**config.mk**
```make
export PLATFORM = sky130hd
export DESIGN_NAME = uart_tx_frame_ctrl
export DESIGN_NICKNAME = d
export VERILOG_FILES = /design/src/rtl/uart_pkg.sv /design/src/rtl/uart_parity_gen.sv /design/src/rtl/uart_tx_frame_ctrl.sv
export SDC_FILE = /design/constraint.sdc
export NUM_CORES = 1
export LEC_CHECK = 0
export ABC_AREA = 1
export BUFFER_PORTS_ARGS = -buffer_cell sky130_fd_sc_hd__buf_4
export CAP_MARGIN = 25
export CORE_MARGIN = 5
export CORE_UTILIZATION = 44
export CTS_CLUSTER_DIAMETER = 40
export DETAILED_ROUTE_END_ITERATION = 8
export GPL_TIMING_DRIVEN = 0
export HOLD_SLACK_MARGIN = 0.12
export PLACE_DENSITY_LB_ADDON = 0.2
export SKIP_CTS_REPAIR_TIMING = 1
export SYNTH_ARGS = -nofsm -noshare
export SYNTH_HDL_FRONTEND = slang
export SYNTH_SLANG_ARGS = --single-unit
```
**constraint.sdc**
```tcl
create_clock -name Clock -period 2 [get_ports Clock]
set_input_delay 0.4 -clock Clock [delete_from_list [all_inputs] [get_ports Clock]]
set_output_delay 0.4 -clock Clock [all_outputs]
set_load 0.02 [all_outputs]
```
**src/rtl/uart_pkg.sv**
```systemverilog
// Shared UART Tx definitions: parity encodings, frame sequencer states, data width.
package uart_pkg;

  localparam int DATA_W = 8;

  localparam logic [1:0] PARITY_NONE     = 2'b00;
  localparam logic [1:0] PARITY_ODD      = 2'b01;
  localparam logic [1:0] PARITY_EVEN     = 2'b10;
  localparam logic [1:0] PARITY_NONE_ALT = 2'b11;

  typedef enum logic [2:0] {
    ST_IDLE,
    ST_ARMED,
    ST_START,
    ST_DATA,
    ST_PARITY,
    ST_STOP
  } tx_state_e;

  function automatic logic parity_used(input logic [1:0] ptype);
    return !((ptype == PARITY_NONE) || (ptype == PARITY_NONE_ALT));
  endfunction

endpackage

```
**src/rtl/uart_parity_gen.sv**
```systemverilog
// Combinational frame parity bit: even = XOR of the byte, odd = its inverse.
import uart_pkg::*;

module uart_parity_gen (
  input  logic [DATA_W-1:0] data_i,
  input  logic [1:0]        ptype_i,
  output logic              parity_o
);

  always_comb begin
    parity_o = (ptype_i == PARITY_ODD) ? ~(^data_i) : (^data_i);
  end

endmodule

```
**src/rtl/uart_tx_frame_ctrl.sv**
```systemverilog
// UART Tx frame sequencer: start, 8 data bits LSB-first, optional parity, 1/2 stop bits.
// Define UART_TX_HOLD_BUFFER_EN for a one-entry request holding register (adds HoldFull).
import uart_pkg::*;

module uart_tx_frame_ctrl (
  input  logic              Clock,
  input  logic              ResetN,
  input  logic              BaudTick,
  input  logic              Send,
  input  logic [DATA_W-1:0] DataIn,
  input  logic [1:0]        ParityType,
  input  logic              StopBits,
  output logic              TxOut,
  output logic              Busy,
  output logic              Done
`ifdef UART_TX_HOLD_BUFFER_EN
  ,
  output logic              HoldFull
`endif
);

  localparam int CNT_W = $clog2(DATA_W);

  tx_state_e         state_q;
  logic [DATA_W-1:0] shift_q;
  logic [1:0]        ptype_q;
  logic              stop2_q;
  logic              par_q;
  logic              stop_cnt_q;
  logic [CNT_W-1:0]  bit_cnt_q;
  logic              tx_q;
  logic              busy_q;
  logic              done_q;

  logic              par_w;
  logic              last_tick;
  logic              start_d;
  logic [DATA_W-1:0] ld_data_d;
  logic [1:0]        ld_ptype_d;
  logic              ld_stop2_d;
  logic              ld_par_d;

  uart_parity_gen u_parity_gen (
    .data_i   (DataIn),
    .ptype_i  (ParityType),
    .parity_o (par_w)
  );

  assign last_tick = BaudTick && (state_q == ST_STOP) && (!stop2_q || stop_cnt_q);

`ifdef UART_TX_HOLD_BUFFER_EN
  logic              hold_full_q;
  logic [DATA_W-1:0] hold_data_q;
  logic [1:0]        hold_ptype_q;
  logic              hold_stop2_q;
  logic              hold_par_q;

  // A held request wins at frame end; with the holder empty, a Send on that edge starts directly.
  always_comb begin
    start_d    = 1'b0;
    ld_data_d  = DataIn;
    ld_ptype_d = ParityType;
    ld_stop2_d = StopBits;
    ld_par_d   = par_w;
    if (state_q == ST_IDLE) begin
      start_d = Send;
    end else if (last_tick) begin
      if (hold_full_q) begin
        start_d    = 1'b1;
        ld_data_d  = hold_data_q;
        ld_ptype_d = hold_ptype_q;
        ld_stop2_d = hold_stop2_q;
        ld_par_d   = hold_par_q;
      end else begin
        start_d = Send;
      end
    end
  end

  always_ff @(posedge Clock or negedge ResetN) begin
    if (!ResetN) begin
      hold_full_q  <= 1'b0;
      hold_data_q  <= '0;
      hold_ptype_q <= PARITY_NONE;
      hold_stop2_q <= 1'b0;
      hold_par_q   <= 1'b0;
    end else if (last_tick) begin
      hold_full_q <= 1'b0;
    end else if (busy_q && Send && !hold_full_q) begin
      hold_full_q  <= 1'b1;
      hold_data_q  <= DataIn;
      hold_ptype_q <= ParityType;
      hold_stop2_q <= StopBits;
      hold_par_q   <= par_w;
    end
  end

  assign HoldFull = hold_full_q;
`else
  always_comb begin
    start_d    = (state_q == ST_IDLE) && Send;
    ld_data_d  = DataIn;
    ld_ptype_d = ParityType;
    ld_stop2_d = StopBits;
    ld_par_d   = par_w;
  end
`endif

  always_ff @(posedge Clock or negedge ResetN) begin
    if (!ResetN) begin
      state_q    <= ST_IDLE;
      shift_q    <= '0;
      ptype_q    <= PARITY_NONE;
      stop2_q    <= 1'b0;
      par_q      <= 1'b0;
      stop_cnt_q <= 1'b0;
      bit_cnt_q  <= '0;
      tx_q       <= 1'b1;
      busy_q     <= 1'b0;
      done_q     <= 1'b0;
    end else begin
      done_q <= 1'b0;
      case (state_q)
        ST_ARMED: if (BaudTick) begin
          state_q <= ST_START;
          tx_q    <= 1'b0;
        end
        ST_START: if (BaudTick) begin
          state_q   <= ST_DATA;
          tx_q      <= shift_q[0];
          bit_cnt_q <= '0;
        end
        ST_DATA: if (BaudTick) begin
          if (bit_cnt_q == CNT_W'(DATA_W - 1)) begin
            stop_cnt_q <= 1'b0;
            if (parity_used(ptype_q)) begin
              state_q <= ST_PARITY;
              tx_q    <= par_q;
            end else begin
              state_q <= ST_STOP;
              tx_q    <= 1'b1;
            end
          end else begin
            bit_cnt_q <= bit_cnt_q + 1'b1;
            shift_q   <= shift_q >> 1;
            tx_q      <= shift_q[1];
          end
        end
        ST_PARITY: if (BaudTick) begin
          state_q <= ST_STOP;
          tx_q    <= 1'b1;
        end
        ST_STOP: begin
          if (last_tick) begin
            state_q <= ST_IDLE;
            busy_q  <= 1'b0;
            done_q  <= 1'b1;
          end else if (BaudTick) begin
            stop_cnt_q <= 1'b1;
          end
        end
        default: state_q <= ST_IDLE;
      endcase
      if (start_d) begin
        state_q <= ST_ARMED;
        busy_q  <= 1'b1;
        shift_q <= ld_data_d;
        ptype_q <= ld_ptype_d;
        stop2_q <= ld_stop2_d;
        par_q   <= ld_par_d;
      end
    end
  end

  assign TxOut = tx_q;
  assign Busy  = busy_q;
  assign Done  = done_q;

endmodule

```
# After elaboration in Yosys (flattened, before gate mapping)
# Cells that the tools add are included.
dict set report op_classes {
  add_sub_neg 1
  n_eq_ne 23
  muxes 34
  bitwise_logic 1
  reduce_logical 22
}
# op n
set op_table {}
lappend op_table {{8-bit two-way mux} 4}
lappend op_table {{3-bit two-way mux} 10}
lappend op_table {{2-bit != test (second input constant)} 9}
lappend op_table {{3-bit != test (second input constant)} 6}
lappend op_table {{1-bit two-way mux} 16}
lappend op_table {{3-bit one-hot mux with 5 select lines} 1}
lappend op_table {{2-bit nonzero test} 6}
lappend op_table {{5-bit AND reduction} 2}
lappend op_table {{3-bit equality test (second input constant)} 3}
lappend op_table {{8-bit parity} 1}
lappend op_table {{3-bit by 2-bit equality test with 1-bit output (second input constant)} 2}
lappend op_table {{3-bit one-hot mux with 2 select lines} 1}
lappend op_table {{6-bit AND reduction} 1}
lappend op_table {{1-bit one-hot mux with 4 select lines} 1}
lappend op_table {{4-bit AND reduction} 1}
lappend op_table {{4-bit nonzero test} 1}
lappend op_table {{3-bit by 1-bit adder with 3-bit output (second input constant)} 1}
lappend op_table {{3-bit by 1-bit equality test with 1-bit output (second input constant)} 1}
lappend op_table {{1-bit logical AND} 3}
lappend op_table {{3-bit zero test} 1}
lappend op_table {{3-bit AND reduction} 1}
lappend op_table {{2-bit by 1-bit equality test with 1-bit output (second input constant)} 1}
lappend op_table {{2-bit equality test (second input constant)} 1}
lappend op_table {{2-bit zero test} 1}
lappend op_table {{5 further kinds} 6}
dict set report word_totals {
  regBits 22
  in_bits 15
}

# Depth between registers and ports, before layout
# Gate-level depths: netlist of the first run.
dict set report depth {
  word_depth 7
  mapped_depth 10
  depth_no_buf 10
}

# Hierarchy
# From an unflattened synthesis of the first run, not the netlist that was laid out.
dict set report unflattened {
  cells_unflattened 208
  area_unflattened_um2 1403.8
}
# mod instances cells_per_inst area_each_um2
set by_module_without_submodules {}
lappend by_module_without_submodules {uart_tx_frame_ctrl 1 167 1224.9}
lappend by_module_without_submodules {uart_parity_gen 1 41 178.9}

# Worst setup path before layout of the first run
# Ideal clock, no wire load.
dict set report synth_path {
  path_type {register to register}
  start {register bit_cnt_q[0]}
  end {register tx_q (netlist: TxOut)}
  arrival_ns 1.346
  slack_ns 0.573
  path_stages_with_launch 9
  period_less_slack_ns 1.427
  path_cell_list {dfrtp_1 > ha_1 > ha_1 > inv_1 > or2_2 > o21ai_0 > nand2_1 > o21ai_0 > nand2_1}
}
dict set report synth_via {
  elab_chain_len 4
}
# element line_no
set synth_lines {}
lappend synth_lines {{from (decl)} uart_tx_frame_ctrl.sv:30} ;# logic [CNT_W-1:0] bit_cnt_q;
lappend synth_lines {{from (signal assigned)} uart_tx_frame_ctrl.sv:144} ;# bit_cnt_q <= bit_cnt_q + 1'b1;
lappend synth_lines {{3-bit equality test} uart_tx_frame_ctrl.sv:134} ;# if (bit_cnt_q == CNT_W'(DATA_W - 1)) begin
lappend synth_lines {{1-bit two-way mux} uart_tx_frame_ctrl.sv:134}
lappend synth_lines {{1-bit two-way mux} uart_tx_frame_ctrl.sv:133} ;# ST_DATA: if (BaudTick) begin
lappend synth_lines {{1-bit one-hot mux with 4 select lines} uart_tx_frame_ctrl.sv:123} ;# case (state_q)
lappend synth_lines {{to (signal assigned)} uart_tx_frame_ctrl.sv:130} ;# tx_q <= shift_q[0];
lappend synth_lines {{to (signal assigned)} uart_tx_frame_ctrl.sv:138} ;# tx_q <= par_q;
lappend synth_lines {{to (signal assigned)} uart_tx_frame_ctrl.sv:146} ;# tx_q <= shift_q[1];
lappend synth_lines {{to (decl)} uart_tx_frame_ctrl.sv:31} ;# logic tx_q;
# Every way passes these cells. The select of a mux whose other input is x is not followed.
# A chain may end at the register's enable or synchronous reset.

# Worst setup path after layout of the first run
dict set report layout_path {
  start {register bit_cnt_q[0]}
  end {register shift_q[5]}
}
dict set report layout_via {
  elab_chain_len 3
}
# element line_no
set layout_lines {}
lappend layout_lines {{3-bit equality test} uart_tx_frame_ctrl.sv:134}
lappend layout_lines {{2-bit != test (no source line)} -}
lappend layout_lines {{3-bit AND reduction (no source line)} -}
lappend layout_lines {{to (signal assigned)} uart_tx_frame_ctrl.sv:145} ;# shift_q <= shift_q >> 1;
lappend layout_lines {{to (signal assigned)} uart_tx_frame_ctrl.sv:167} ;# shift_q <= ld_data_d;
lappend layout_lines {{to (decl)} uart_tx_frame_ctrl.sv:25} ;# logic [DATA_W-1:0] shift_q;
# Every way passes these cells.

==> results of run 1 <==
[metrics by stage]
stage	util, %	area [um2]
2_1_floorplan	-	1232
5_1_grt	53.32	1445
4_1_cts	52.95	1435
6_report	53.32	1445
3_5_place_dp	51.62	1399
3_3_place_gp	51.62	1399
[cell type report]
type                       count  area share (%)
multi-input combinational    113           39.48
sequential                    22           38.18
timing repair buffer          18           9.524
inverter                      23           5.974
tap                           31           2.684
clock buffer                   4           2.511
buffer                         3           1.645
[layer usage]
layer	up-vias	share of wire (%)	GRT usage [%]
met5	-	0	0
met4	0	1.3	4.775
met3	2	3.8	3.058
met2	15	47	20.64
met1	491	48	16.74
li1	553	-	-
[critical path: stages, from the launching register on]
cell     delay (ns)
dfrtp_1        0.42
ha_1           0.20
ha_1           0.17
inv_1          0.15
nand3_4        0.13
nand2_4        0.11
buf_6          0.14
nor2_1         0.04
a31oi_1        0.13
[power by group]
part | internal [mW] | leakage (nW) | switching (mW)
combinational | 0.319 | 0.486 | 0.467
sequential | 0.644 | 0.266 | 0.125
clock | 0.111 | 0.0210 | 0.141
total | 1.07 | 0.772 | 0.733
[sequential cells by signal (all words and copies together), names as in the netlist]
name        flops
ptype_q         2
bit_cnt_q       3
TxOut           1
state_q         3
stop_cnt_q      1
par_q           1
stop2_q         1
Done            1
Busy            1
shift_q         8
[how the worst min path moves through the flow]
stage | endpoint | slack [ns] | cells past startpoint
2_1_floorplan | Busy$_DFFE_PN0P_ | 0.10 | 0
3_3_place_gp | shift_q[2]$_DFFE_PN0P_ | 0.30 | 1
3_5_place_dp | shift_q[0]$_DFFE_PN0P_ | 0.31 | 1
4_1_cts | shift_q[0]$_DFFE_PN0P_ | -0.05 | 1
5_1_grt | stop2_q$_DFFE_PN0P_ | 0.26 | 3
6_report | stop2_q$_DFFE_PN0P_ | 0.28 | 3
[cells in the final DEF, fill, tap and decap left out]
cell type and n:
ha_1 2, nand2_4 1, nand3_2 2, o31ai_1 1, nand3_1 11, buf_2 1
o22ai_1 1, dfstp_2 1, o211ai_1 2, nand3_4 1, o21ai_2 1, nor2_1 10
clkbuf_8 1, o21ai_1 5, a21oi_1 3, nor2_2 1, or2_2 1, dfrtp_1 21
buf_4 18, xor2_1 2, buf_6 1, xnor2_1 2, mux2i_1 1, nand2_1 54
o21ai_0 7, a31oi_1 5, inv_2 4, clkbuf_4 3, inv_1 19, dlygate4sd3_1 1
[kinds of logic (layout without fill, tap and decap cells)]
group / Yosys count / count (layout) / synth area share (%)
AOI/OAI and AO/OA: 25 / 25 / 11.67
xor gates and xnor gates: 4 / 4 / 2.843
adders and majority gates: 2 / 2 / 2.030
buffers and inverters: 26 / 48 / 8.934
DFF: 22 / 22 / 44.77
muxes: 1 / 1 / 0.8122
and+or+nand+nor: 81 / 81 / 28.93
==> summary.txt, run 1 <==
Yosys
  • Top_reg_cell synth: dfrtp_1
  • Leading area contributor after synthesis: dfrtp_1
  • Mapped Avg Cell Area: 7.655 um2
  • Top cells by area, synth: dfrtp_1 (43%), nand2_1 (16%), inv_1 (5.8%), nand3_1 (4.5%), nor2_1 (3.0%)
  • Ys async rst share: 100.0%
  • Cell with the most instances after synthesis: nand2_1
  • Seq/Total Area, Yosys: 44.77%
  • Synth top area share: roughly 43%
  • Netlist Area Pre-Place: 1232 um2
  • Flops & latches, synth: 22
  • Syn_nets: 178
  • Synth cell types: 27
  • Post-Synthesis Cells: between 150 and 200
  • Post-synth EDFFs: 0
  • Top cells by count, synth: nand2_1 (54), dfrtp_1 (21), inv_1 (19)
  • Yosys warns: 0

Clock tree
  • H-tree levels: 1
  • CTS tree: yes
  • Inserted Clock Buffers: 3
  • Clock transition at path regs: about 0.13 ns
  • Clock Sinks: 22
  • Clock Latency Late Sink: 0.32 ns
  • CTS max path bufs: 2
  • Root Buffer: clkbuf_4

Drt
  • Post-route ant nets: 0
  • DRT iter0 DRCs: 54
  • Final WL: 2.383 mm
  • Routed WL per cell: 11.14 um
  • Drt drc: 0
  • Via density: 4.958
  • DR vias: 1061
  • First-pass detailed-route iteration total: 4

Layout
  • Post-route insts no fill: 214
  • Area growth syn-to-layout: 17.26%
  • Area of the multi-input gates: between 500 and 600 um2
  • Fillcell total: 280
  • Diodes inserted: 0
  • Nets: 201
  • Register area: 551.8 um2
  • Share of post-route cells with drive strength above 1: 19.67%

Setup path
  • Critical path endpoint: shift_q[5]$_DFFE_PN0P_
  • FF-to-FF path depth: 8
  • Worst-path fanout max: 10
  • Path type of the worst setup path: reg -> reg
  • Reg2reg setup slack: 0.44 ns
  • Worst Path Arrival: 1.81 ns
  • Worst setup startpoint: bit_cnt_q[0]$_DFFE_PN0P_
  • RR Startpoint: bit_cnt_q[0]$_DFFE_PN0P_
  • Critical path capture point type: register
  • R2R Path End: shift_q[5]$_DFFE_PN0P_
  • Critical Path RT: 2.25 ns
  • Startpoint class of the critical path: register

GRT
  • Vias in the first global route: 968
  • Total global-route track usage: around 13%
  • Initial antenna violation count: 0
  • Total gr overflow: 0
  • Largest net degree at the start of global routing: 23
  • First-pass GRT wire length: 4.140 mm

Timing
  • Unrepaired setup endpoints after global routing: no
  • Slew HR: between 80% and 90%
  • Final-report setup violation count: 0
  • FMAX: 639.4 MHz
  • Period utilisation layout: 78.20%
  • Final Skew: between 0.009 and 0.01 ns
  • Worst-margin pin slew: 0.2881 ns
  • Fin. max-slew vios: 0
  • Setup WS post-layout: 0.4359 ns
  • Setup_tns: 0 ns
  • Clock period minus worst slack: between 1.5 and 2 ns
  • Final Hold Viols: 0
  • Hold Slack: 0.2786 ns

Power
  • Cell Pwr Density: roughly 1300 nW/um2
  • Leak: 0.7725 nW
  • Max VDD drop: roughly 0.80 mV
  • Pwr Total: 1.808 mW

Floorplan
  • Io pins: 18
  • # rows: 19
  • Initial Util: a little under half
  • Core ar.: 2710 um2
  • Die width: 62.93 um
  • Die Ht: 62.93 um
  • Die area: about 4000 um2

Outcome
  • Run status: finished, final reports clean

Hold path
  • Hold Crit Class: in -> reg
  • Hold Crit Start: StopBits

Place
  • Pre-CTS WS: 0.4397 ns
  • GPL Wtd Cong: 0.8010
  • Post-DP HPWL: 1.872 mm
  • Port Buffers: 17
  • Dpl cells: 209

Flow run
  • Max-cap viol count: 0
(Power assumes the default switching activity.)
==> inputs of run 2 (changes only) <==
==> constraint.sdc (replaced) <==
create_clock -name Clock -period 1.6 [get_ports Clock]
set_input_delay 0.32 -clock Clock [delete_from_list [all_inputs] [get_ports Clock]]
set_output_delay 0.32 -clock Clock [all_outputs]
set_load 0.02 [all_outputs]
==> run 2 against run 1 <==
Compared with the run above:
- sequential share of layout area decreased by 0.20 points
- register-to-register slack got worse by 0.32 ns
- sequential power increased by 25%
- maximum frequency increased by 5.4%
- die area unchanged
- critical path depth unchanged
- non-clock buffer count increased by 1
- clock skew increased by 0.00063 ns
- cell count increased by 0.47%
- utilization increased by 0.28 points
- sequential cell count unchanged
- power increased by 26%
- critical endpoint unchanged
- largest cell class unchanged
- highest routed layer unchanged
==> summary.txt, run 2 (same netlist as run 1, synthesis figures left out) <==
Place
  • GPL Wtd Cong: 0.8010 (unchanged)
  • Pre-CTS WS: 0.03971 ns (-0.4000 ns)
  • Port Buffers: 17 (unchanged)
  • Dpl cells: 209 (unchanged)
  • Post-DP HPWL: 1.872 mm (unchanged)
  • Placed cell area: 1399 um2 (unchanged)

Layout
  • Commonest non-fill, non-tap cell in the layout: nand2_1
  • Largest Register: shift_q
  • Post-route cell area: 1453 um2 (+0.52%)
  • Share of post-route cells with drive strength above 1: 20.65% (+0.98 points)
  • Post-route insts no fill: 215 (+0.47%)
  • Area growth syn-to-layout: 17.87%
  • Diodes inserted: 0 (unchanged)
  • Max reg flops: 8 (unchanged)
  • Largest registers: shift_q x8, bit_cnt_q x3, state_q x3
  • Finished Core Util: 53.60% (+0.28 points)
  • Commonest cells after routing, fill and taps aside: nand2_1 (54), dfrtp_1 (21), buf_4 (19)
  • Nets: 202 (+0.50%)

Drt
  • Via density: 4.981 (+0.47%)
  • Drt drc: 0 (unchanged)
  • Post-route ant nets: 0 (unchanged)
  • Final WL: 2.407 mm (+1.0%)
  • Routed WL per cell: 11.20 um (+0.54%)
  • First-pass detailed-route iteration total: 4 (unchanged)
  • DR vias: 1071 (+0.94%)
  • DRT iter0 DRCs: 46 (-15%)

Setup path
  • Startpoint class of the critical path: register
  • Worst-path fanout max: 10 (unchanged)
  • Critical path capture point type: register
  • Path type of the worst setup path: reg -> reg
  • Critical Path RT: 1.85 ns (-0.40 ns)
  • Worst Path Arrival: 1.74 ns (-0.07 ns)

Timing
  • Period utilisation layout: 92.76% (+15 points)
  • Slew HR: 80.45% (-0.35 points)
  • Final Skew: 0.009926 ns (+0.0006282 ns)
  • Hold Slack: 0.1963 ns (-0.08232 ns)
  • Setup WS post-layout: 0.1159 ns (-0.3201 ns)
  • Unrepaired setup endpoints after global routing: yes
  • Fin. max-slew vios: 0 (unchanged)
  • Final-report setup violation count: 0 (unchanged)
  • Worst-margin pin slew: 0.2933 ns (+0.005219 ns)
  • Clock period minus worst slack: 1.484 ns (-0.07993 ns)
  • Final Hold Viols: 0 (unchanged)
  • FMAX: 673.8 MHz (+5.4%)
  • Setup_tns: 0 ns (unchanged)

Floorplan
  • Initial Util: 45.48% (unchanged)
  • # rows: 19 (unchanged)
  • Die Ht: 62.93 um (unchanged)
  • Die width: 62.93 um (unchanged)
  • Die area: 3960 um2 (unchanged)
  • Io pins: 18 (unchanged)
  • Core ar.: 2710 um2 (unchanged)

Power
  • Sw power: 925.6 uW (+26%)
  • Max VDD drop: 1.036 mV (+30%)
  • Cell Pwr Density: 1570 nW/um2 (+26%)
  • Clk pwr share: 13.9% (about the same)
  • Pwr Total: 2.281 mW (+26%)
  • Seq pwr share: 42.1% (-0.4 points)
  • Switching portion of total power: 40.58% (about the same)
  • P_int: 1.356 mW (+26%)
  • Leak: 0.7779 nW (+0.70%)
  • Combinational Power Share: 44.0% (+0.5 points)

GRT
  • Vias in the first global route: 968 (unchanged)
  • Initial antenna violation count: 0 (unchanged)
  • Largest net degree at the start of global routing: 23 (unchanged)
  • Total gr overflow: 0 (unchanged)
  • Total global-route track usage: 12.89% (unchanged)
  • First-pass GRT wire length: 4.140 mm (unchanged)

Clock tree
  • Inserted Clock Buffers: 3 (unchanged)
  • CTS tree: yes
  • Clock Sinks: 22 (unchanged)
  • H-tree levels: 1 (unchanged)
  • Root Buffer: clkbuf_4
  • CTS max path bufs: 2 (unchanged)
  • Clock transition at path regs: 0.13 ns (about the same)
  • Clock Latency Late Sink: 0.32 ns (about the same)

Flow run
  • Max-cap viol count: 0 (unchanged)

Hold path
  • Hold Crit Class: in -> reg

Outcome
  • Run status: finished, final reports clean
==> run 2: changes by cell type in the layout (fill, tap and decap cells not counted) <==
cell / before / now
buf_4: 18 / 19
inv_1: 19 / 18
inv_2: 4 / 5
o21ai_0: 7 / 6
o21ai_1: 5 / 6
==> run 2: per-layer routing <==
metal  track usage [%]  part of all wire [%]  up-vias
li1                  -                     -      554
met1             16.74                    47      501
met2             20.64                    47       14
met3             3.058                   3.7        2
met4             4.775                   1.5        0
met5                 0                     0        -
==> run 2: path summary, 6_finish.rpt <==
path | slack (ns) | cells after the start | endpoint | from
setup / recovery | 0.12 | 8 | shift_q[5]$_DFFE_PN0P_ | bit_cnt_q[0]$_DFFE_PN0P_
hold / removal | 0.20 | 3 | stop2_q$_DFFE_PN0P_ | StopBits
max in group asynchronous | 0.91 | 2 | TxOut$_DFFE_PN1P_ | ResetN
hold reg to reg | 0.48 | 2 | TxOut$_DFFE_PN1P_ | TxOut$_DFFE_PN1P_
min in group asynchronous | 0.40 | 2 | shift_q[0]$_DFFE_PN0P_ | ResetN
setup reg to reg | 0.12 | 8 | shift_q[5]$_DFFE_PN0P_ | bit_cnt_q[0]$_DFFE_PN0P_
==> run 2: layout make-up <==
type                       count  area, um2
fill                         278       1257
multi-input combinational    113      570.5
sequential                    22      551.8
timing repair buffer          19      145.1
inverter                      23      86.33
tap                           31      38.79
clock buffer                   4      36.28
buffer                         3      23.77
==> run 2: worst max-delay path: stages, from the launching register on <==
cell and delay [ns]:
dfrtp_1 0.40, ha_1 0.20, ha_1 0.18, inv_2 0.10, nand3_4 0.11, nand2_4 0.10, buf_6 0.14, nor2_1 0.04
a31oi_1 0.13
==> run 2: power by group through the flow <==
stage	sequential (mW)	combinational, mW	clock [mW]
after floorplan	0.972	0.732	0
final	0.960	1.00	0.318
after global placement	0.965	0.965	0
after CTS	0.966	0.997	0.326
after detailed placement	0.978	0.994	0
after global routing	1.00	1.16	0.350
